==> config.mk <==
export PLATFORM = sky130hd
export DESIGN_NAME = pwm_ramp_sequencer
export DESIGN_NICKNAME = d
export VERILOG_FILES = /design/src/rtl/pwm_ramp_sequencer.sv
export SDC_FILE = /design/constraint.sdc
export NUM_CORES = 1
export LEC_CHECK = 0
export CAP_MARGIN = 30
export CORE_MARGIN = 5
export CORE_UTILIZATION = 40
export CTS_CLUSTER_DIAMETER = 60
export CTS_CLUSTER_SIZE = 8
export DETAILED_ROUTE_END_ITERATION = 10
export HOLD_SLACK_MARGIN = 0.02
export PLACE_DENSITY_LB_ADDON = 0.12
export SYNTH_ARGS = -nofsm -noshare
export SYNTH_HDL_FRONTEND = slang
export SYNTH_SLANG_ARGS = --single-unit
==> constraint.sdc <==
create_clock -name clk -period 8.7 [get_ports clk]
set_input_delay 0.87 -clock clk [delete_from_list [all_inputs] [get_ports clk]]
set_output_delay 0.87 -clock clk [all_outputs]
set_load 0.005 [all_outputs]
==> src/rtl/pwm_ramp_sequencer.sv <==
// pwm_ramp_sequencer: breathing-profile duty source for the pwm block.
// Ramps duty from a latched minimum to a latched maximum, holds, ramps back
// down, holds, then finishes or loops. Time advances only on step pulses.
module pwm_ramp_sequencer #(
  parameter int N = 4,
  parameter int M = 8
) (
  input  logic         clk,
  input  logic         rst,
  input  logic         ena,
  input  logic         step,
  input  logic         start,
  input  logic         stop,
  input  logic [N-1:0] min_duty,
  input  logic [N-1:0] max_duty,
  input  logic [M-1:0] dwell,
  input  logic [M-1:0] hold_hi,
  input  logic [M-1:0] hold_lo,
  input  logic         loop,
  output logic [N-1:0] duty,
  output logic         busy,
  output logic         done
);

  typedef enum logic [2:0] {
    S_IDLE,
    S_UP,
    S_HOLD_HI,
    S_DOWN,
    S_HOLD_LO
  } state_t;

  state_t       state_q;
  state_t       state_d;
  logic [N-1:0] duty_d;
  logic [M-1:0] cnt_q;
  logic [M-1:0] cnt_d;
  logic [M-1:0] cnt_inc;
  logic         busy_d;
  logic         done_d;
  logic         load_cfg;

  logic [N-1:0] min_l;
  logic [N-1:0] max_l;
  logic [M-1:0] dwell_l;
  logic [M-1:0] hold_hi_l;
  logic [M-1:0] hold_lo_l;
  logic         loop_l;
  logic [M-1:0] dwell_eff;

  assign cnt_inc   = cnt_q + 1'b1;
  // A zero dwell would never complete, so it behaves as one step per level.
  assign dwell_eff = (dwell_l == '0) ? {{(M-1){1'b0}}, 1'b1} : dwell_l;

  // Profile configuration captured at start; deliberately not reset.
  always_ff @(posedge clk) begin
    if (load_cfg) begin
      min_l     <= min_duty;
      max_l     <= max_duty;
      dwell_l   <= dwell;
      hold_hi_l <= hold_hi;
      hold_lo_l <= hold_lo;
      loop_l    <= loop;
    end
  end

  // State, duty, step counter and status flags.
  always_ff @(posedge clk) begin
    if (rst) begin
      state_q <= S_IDLE;
      duty    <= '0;
      cnt_q   <= '0;
      busy    <= 1'b0;
      done    <= 1'b0;
    end else begin
      state_q <= state_d;
      duty    <= duty_d;
      cnt_q   <= cnt_d;
      busy    <= busy_d;
      done    <= done_d;
    end
  end

  // Next-state, duty and counter logic; stop overrides the ena freeze.
  always_comb begin
    state_d  = state_q;
    duty_d   = duty;
    cnt_d    = cnt_q;
    done_d   = 1'b0;
    load_cfg = 1'b0;
    if (stop) begin
      state_d = S_IDLE;
      duty_d  = '0;
      cnt_d   = '0;
    end else if (ena) begin
      unique case (state_q)
        S_IDLE: begin
          if (start) begin
            load_cfg = 1'b1;
            duty_d   = min_duty;
            cnt_d    = '0;
            state_d  = S_UP;
          end
        end
        S_UP: begin
          if (duty >= max_l) begin
            state_d = S_HOLD_HI;
            cnt_d   = '0;
          end else if (step) begin
            if (cnt_inc == dwell_eff) begin
              duty_d = duty + 1'b1;
              cnt_d  = '0;
            end else begin
              cnt_d = cnt_inc;
            end
          end
        end
        S_HOLD_HI: begin
          if ((hold_hi_l == '0) || (step && (cnt_inc == hold_hi_l))) begin
            state_d = S_DOWN;
            cnt_d   = '0;
          end else if (step) begin
            cnt_d = cnt_inc;
          end
        end
        S_DOWN: begin
          if (duty <= min_l) begin
            state_d = S_HOLD_LO;
            cnt_d   = '0;
          end else if (step) begin
            if (cnt_inc == dwell_eff) begin
              duty_d = duty - 1'b1;
              cnt_d  = '0;
            end else begin
              cnt_d = cnt_inc;
            end
          end
        end
        S_HOLD_LO: begin
          if ((hold_lo_l == '0) || (step && (cnt_inc == hold_lo_l))) begin
            done_d  = 1'b1;
            cnt_d   = '0;
            state_d = loop_l ? S_UP : S_IDLE;
          end else if (step) begin
            cnt_d = cnt_inc;
          end
        end
        default: begin
          state_d = S_IDLE;
          cnt_d   = '0;
        end
      endcase
    end
  end

  // busy is registered from the upcoming state so it tracks state exactly.
  always_comb begin
    busy_d = (state_d != S_IDLE);
  end

endmodule

==> impl_metrics.tcl, run 1 <==
set metrics [dict create \
    clock_path_buffers 2 \
    synth-edff-count 33 \
    hold_start "cnt_q[4]$_SDFFE_PP0P_" \
    start_util_pct 40.9 \
    max_freq_mhz 326 \
    crit_path_max_incr_delay_ps 600 \
    wl_um 6600 \
    clkTransAtPathRegs_ps 90 \
    vias 2255 \
    design_area_mm2 0.00357 \
    pin_count 45 \
    syn_inst 290 \
    hold_violations 0 \
    clockRootBuffer "clkbuf_8" \
    area_growth_pct 20.5 \
    grt_pass1_wl_um 11000 \
    seq_area_mm2 0.00133 \
    die_x_um 96.1 \
    numCtsBuffers 5 \
    slew_headroom_pct 64.2 \
    port_buffers 44 \
    end_kind "flip-flop" \
    track_usage_pct 15.5 \
    worstSetupPathType "flip-flop to flip-flop" \
    ir_worst_vdd_uv 65.6 \
    period_share_pct 35.2 \
    outcome "completed" \
    htree_levels 2 \
    rsz0062_at_grt "no" \
    wl_per_cell_um 15.3 \
    cts_setup_buffers 0 \
    setup_tns_ps 0 \
    yosysMostFrequentCell "edfxtp_1" \
    worstMarginPinSlew_ps 534 \
    yosysTopAreaCell "edfxtp_1" \
    ant_nets 0 \
    path_max_fanout 11 \
    first_global_vias 2235 \
    path_buf_inv 0 \
    maxCapViolations 0 \
    cts_resized 0 \
    cpMaxStageDelayCell "dfxtp_1" \
    yosys-top-cells-area "edfxtp_1, dfxtp_1, xnor2_1, ha_1, nand2_1" \
    postPlaceCellArea_mm2 0.00349 \
    insertion_delay_ps 300 \
    syn_area_mm2 0.00297 \
    yosys_warnings 0 \
    synth_seq_cells 50 \
    vias_per_cell 5.22 \
    rows 31 \
    crit_chain "ha_1, nand3_1, xor2_1, xnor2_1, or4_4, o31ai_4, a21oi_2, o21ai_2, o311ai_1" \
    hp-class "flip-flop to flip-flop" \
    slew_violations 0 \
    synth_common_cells "edfxtp_1, nand2_1, xnor2_1" \
    clkSinkCount 50 \
    dr.pass1.iters 4 \
    arrival_ps 3240 \
    power_density_mw_per_mm2 124 \
    hold_end "cnt_q[4]$_SDFFE_PP0P_" \
    die_h_um 96.1 \
    dominantRegCellSynth "edfxtp_1" \
    setup_violations 0 \
    required_ps 8870 \
    drtIter0Drc 159 \
    post-route-min-period_ps 3070 \
    synth.avg_cell_area_um2 10.2 \
    nNetsFinal 383 \
    hold_path_depth 2 \
    synth.distinct_cells 59 \
    critPathLaunchType "flip-flop" \
    fin_worst_skew_ps 5.84 \
    core_mm2 0.00725 \
    synth_top_area_share_pct 33.4 \
    grt_remaining_overflow 0 \
    route.detailed.drc 0 \
    die-area_mm2 0.00924 \
    rr_startpoint "cnt_q[0]$_SDFFE_PP0P_" \
    gp_congestion 0.898 \
    seq_area_frac_synth_pct 44.9 \
    grt_max_degree 22 \
    crit_family "compound AO/OA/AOI/OAI gates" \
    rrSetupSlack_ps 5630 \
    hold_buffers 0 \
    p_leak_nw 1.26 \
    synth_nets 341 \
    timing.rr.end "cnt_q[2]$_SDFFE_PP0P_" \
    postSynth.asyncResetShare_pct 0 \
    dp_hpwl_um 5240 \
    rr_worst_depth 9 \
    multi_input_comb_area_mm2 0.00151 \
    antenna_found_initial 0 \
    post_route_cells_drive_above_1_share_pct 7.21 \
    antenna_cells 0 \
    fill_cells 700 \
    cts_tree "yes" \
]
## how the worst max path moves through the flow
stage / endpoint / depth (start not counted) / from
after floorplan: dwell_l[0]$_DFFE_PP_ / 3 / ena
after global placement: busy$_SDFF_PP0_ / 8 / step
after detailed placement: busy$_SDFF_PP0_ / 8 / step
after CTS: cnt_q[2]$_SDFFE_PP0P_ / 9 / cnt_q[0]$_SDFFE_PP0P_
after global routing: cnt_q[2]$_SDFFE_PP0P_ / 9 / cnt_q[0]$_SDFFE_PP0P_
final: cnt_q[2]$_SDFFE_PP0P_ / 9 / cnt_q[0]$_SDFFE_PP0P_
## per-stage QoR
stage                     hold slack, ps  setup slack (ps)  std cells  utilization (%)  power (W)
after global placement               508              5570        424             48.1   0.000319
after CTS                            527              5680        432             49.3   0.000450
after detailed placement             512              5490        424             48.1   0.000320
final                                527              5630        432             49.3   0.000443
after floorplan                      485              3900        290                -   0.000293
after global routing                 575              5340        432             49.3   0.000464
## worst reg2reg max path: cells and delay by family, from the launching register on
family | cells | cell delay (ps)
AOI/OAI and AO/OA | 4 | 790
and+or+nand+nor | 2 | 600
DFF | 1 | 600
xor gates and xnor gates | 2 | 540
adders and majority gates | 1 | 420
## placed cells by master, fill, tap and decap left out, drive strengths merged, types with 3 or more instances in the layout
master / count
nor2: 15
o31ai: 4
and3: 3
or4: 6
edfxtp: 33
nor2b: 3
a31oi: 4
nor4: 4
xnor2: 20
clkbuf: 5
dfxtp: 17
and2: 4
nor3: 5
nand4: 5
mux2i: 4
a21oi: 15
o2111ai: 3
o21ai: 17
o21a: 3
nand2: 22
xor2: 9
or2: 3
nand2b: 8
inv: 18
ha: 11
nand3: 11
clkdlybuf4s50: 44
a21o: 3
o221ai: 3
o211ai: 5
## layout make-up
cell class	instances	area share, %
Tap cell	99	3.47
Clock buffer	5	1.93
Clock inverter	3	0.455
Inverter	18	1.89
Timing Repair Buffer	46	12.7
Sequential cell	50	37.2
Multi-Input combinational cell	211	42.3
## cell families (layout without fill, tap and decap cells)
kind of cell,Yosys count,count (layout),share of synthesized area (%)
XOR/XNOR,31,31,10.1
buffers and inverters,29,72,4.39
flip-flops,50,50,44.9
multiplexers,5,5,1.73
adder cells (fa/ha/maj),12,12,5.31
AND/OR/NAND/NOR,94,94,17.3
AO/OA/AOI/OAI,69,69,16.3
## registers in the layout (all words and copies together) (netlist names)
register   flops
busy           1
cnt_q          8
hold_lo_l      8
state_q        3
max_l          4
min_l          4
done           1
hold_hi_l      8
duty           4
dwell_l        8
loop_l         1
## where the power goes
group / total, W / internal [W] / switching [W]
Clock: 0.000130 / 0.0000552 / 0.0000745
Sequential: 0.000265 / 0.000259 / 0.00000516
Combinational: 0.0000490 / 0.0000278 / 0.0000212
## per-layer routing
metal	part of all wire, %	routed length, µm	global-route usage [%]
met1	49	3260	22.3
met2	44	2930	22.9
met3	4.4	293	3.36
met4	1.7	114	5.09
met5	0	0	0
Power figures use the tool's default switching activity.
==> run 2: changes to the inputs <==
- clock period: 8.7 -> 2.68 ns (I/O delays scaled with it)
==> impl_metrics.tcl, run 2 (synthesis results as in run 1) <==
set metrics [dict create \
    outcome "completed" \
    grtUsageMet1_pct 24.3 \
    die-area_mm2 0.00924 \
    hold_buffers 0 \
    nNetsFinal 407 \
    use_met3_pct 2.89 \
    route.detailed.drc 0 \
    grt_remaining_overflow 0 \
    rows 31 \
    end_kind "flip-flop" \
    grt_pass1_wl_um 11600 \
    path_max_fanout 6 \
    postPlaceCellArea_mm2 0.00367 \
    insertion_delay_ps 310 \
    post_route_cells_drive_above_1_share_pct 16.0 \
    dr.pass1.iters 4 \
    antenna_cells 0 \
    fin_worst_skew_ps 7.72 \
    die_h_um 96.1 \
    max_freq_mhz 389 \
    wl_um 6920 \
    wl_per_cell_um 15.2 \
    required_ps 2880 \
    maxCapViolations 0 \
    seq_area_mm2 0.00134 \
    setup_violations 0 \
    utilization_pct 52.7 \
    grt_max_degree 22 \
    dp_hpwl_um 5560 \
    design_area_mm2 0.00382 \
    drtIter0Drc 211 \
    setup_slack_ps 112 \
    pin_count 45 \
    slew_violations 0 \
    hold_violations 0 \
    start_util_pct 40.9 \
    clkSinkCount 50 \
    antenna_found_initial 0 \
    clockRootBuffer "clkbuf_8" \
    die_x_um 96.1 \
    rsz0062_at_grt "yes" \
    setup_tns_ps 0 \
    power_w 0.00147 \
    critPathLaunchType "flip-flop" \
    area_growth_pct 28.8 \
    power_density_mw_per_mm2 383 \
    ir_worst_vdd_uv 222 \
    clock_path_buffers 2 \
    first_global_vias 2415 \
    post-route-min-period_ps 2570 \
    slew_headroom_pct 72.0 \
    worstSetupPathType "flip-flop to flip-flop" \
    vias_per_cell 5.30 \
    ant_nets 0 \
    multi_input_comb_area_mm2 0.00156 \
    cts_tree "yes" \
    met2_usage_pct 23.6 \
    final_cell_mix "clkdlybuf4s50_1, edfxtp_1, buf_4, nand2_1, xnor2_1" \
    p_leak_nw 1.40 \
    gp_congestion 0.826 \
    pre_cts_ws_ps 36.9 \
    htree_levels 2 \
    vias 2419 \
    hp-class "input port to flip-flop" \
    worstMarginPinSlew_ps 420 \
    port_buffers 44 \
    arrival_ps 2770 \
    layout_commonest_cell "clkdlybuf4s50_1" \
    core_mm2 0.00725 \
    track_usage_pct 16.4 \
    clkTransAtPathRegs_ps 90 \
    fill_cells 678 \
    grt.busiest_layer "met1" \
    period_share_pct 95.8 \
    numCtsBuffers 5 \
]
## run 2: final timing paths
check,from,endpoint,slack [ps],cells after the start
max reg2reg,cnt_q[1]$_SDFFE_PP0P_,busy$_SDFF_PP0_,110,9
min reg2reg,cnt_q[4]$_SDFFE_PP0P_,cnt_q[4]$_SDFFE_PP0P_,510,2
min,hold_lo[4],hold_lo_l[4]$_DFFE_PP_,510,1
max,cnt_q[1]$_SDFFE_PP0P_,busy$_SDFF_PP0_,110,9
## run 2: worst max-delay path: stages, from the launching register on
cell and delay (ps):
dfxtp_2 350, buf_6 130, and3_4 160, mux2_2 260, o21a_1 170, or4_4 530, o31ai_4 330, o211ai_1 140
o211a_2 170, a211o_1 220
## run 2: timing repair
| item | in CTS | in global routing |
|---|---|---|
| resized for setup | 0 | 14 |
| endpoints found under the setup margin | 0 | 12 |
| hold endpoints to repair | 0 | 0 |
| buffers inserted | 0 | 1 |
## run 2: final cells by class
cell class / instances / area share [%]
flip-flops and latches: 50 / 35.1
clock buffers: 5 / 1.80
multi-input cells: 211 / 40.8
inverters: 18 / 1.77
repair buffers: 70 / 16.7
clock inverters: 3 / 0.524
well taps: 99 / 3.24
## run 2: per-stage QoR
| stage | hold WS (ps) | std cells |
|---|---|---|
| after floorplan | 367 | 290 |
| after global placement | 509 | 447 |
| after detailed placement | 516 | 447 |
| after CTS | 501 | 455 |
| after global routing | 500 | 456 |
| final | 509 | 456 |
## run 2: layer usage
metal  share of wire, %  wire, µm  vias up
li1                   -         -     1207
met1                 50      3440     1133
met2                 43      2940       66
met3                5.2       363       13
met4                2.4       168        0
met5                  0         0        -
## run 2: power breakdown
part / internal, W / leakage [nW] / total (W) / switching (W)
clock: 0.000184 / 0.0422 / 0.000439 / 0.000254
sequential: 0.000840 / 0.442 / 0.000853 / 0.0000130
combinational: 0.0000980 / 0.911 / 0.000174 / 0.0000756
total: 0.00112 / 1.40 / 0.00147 / 0.000343
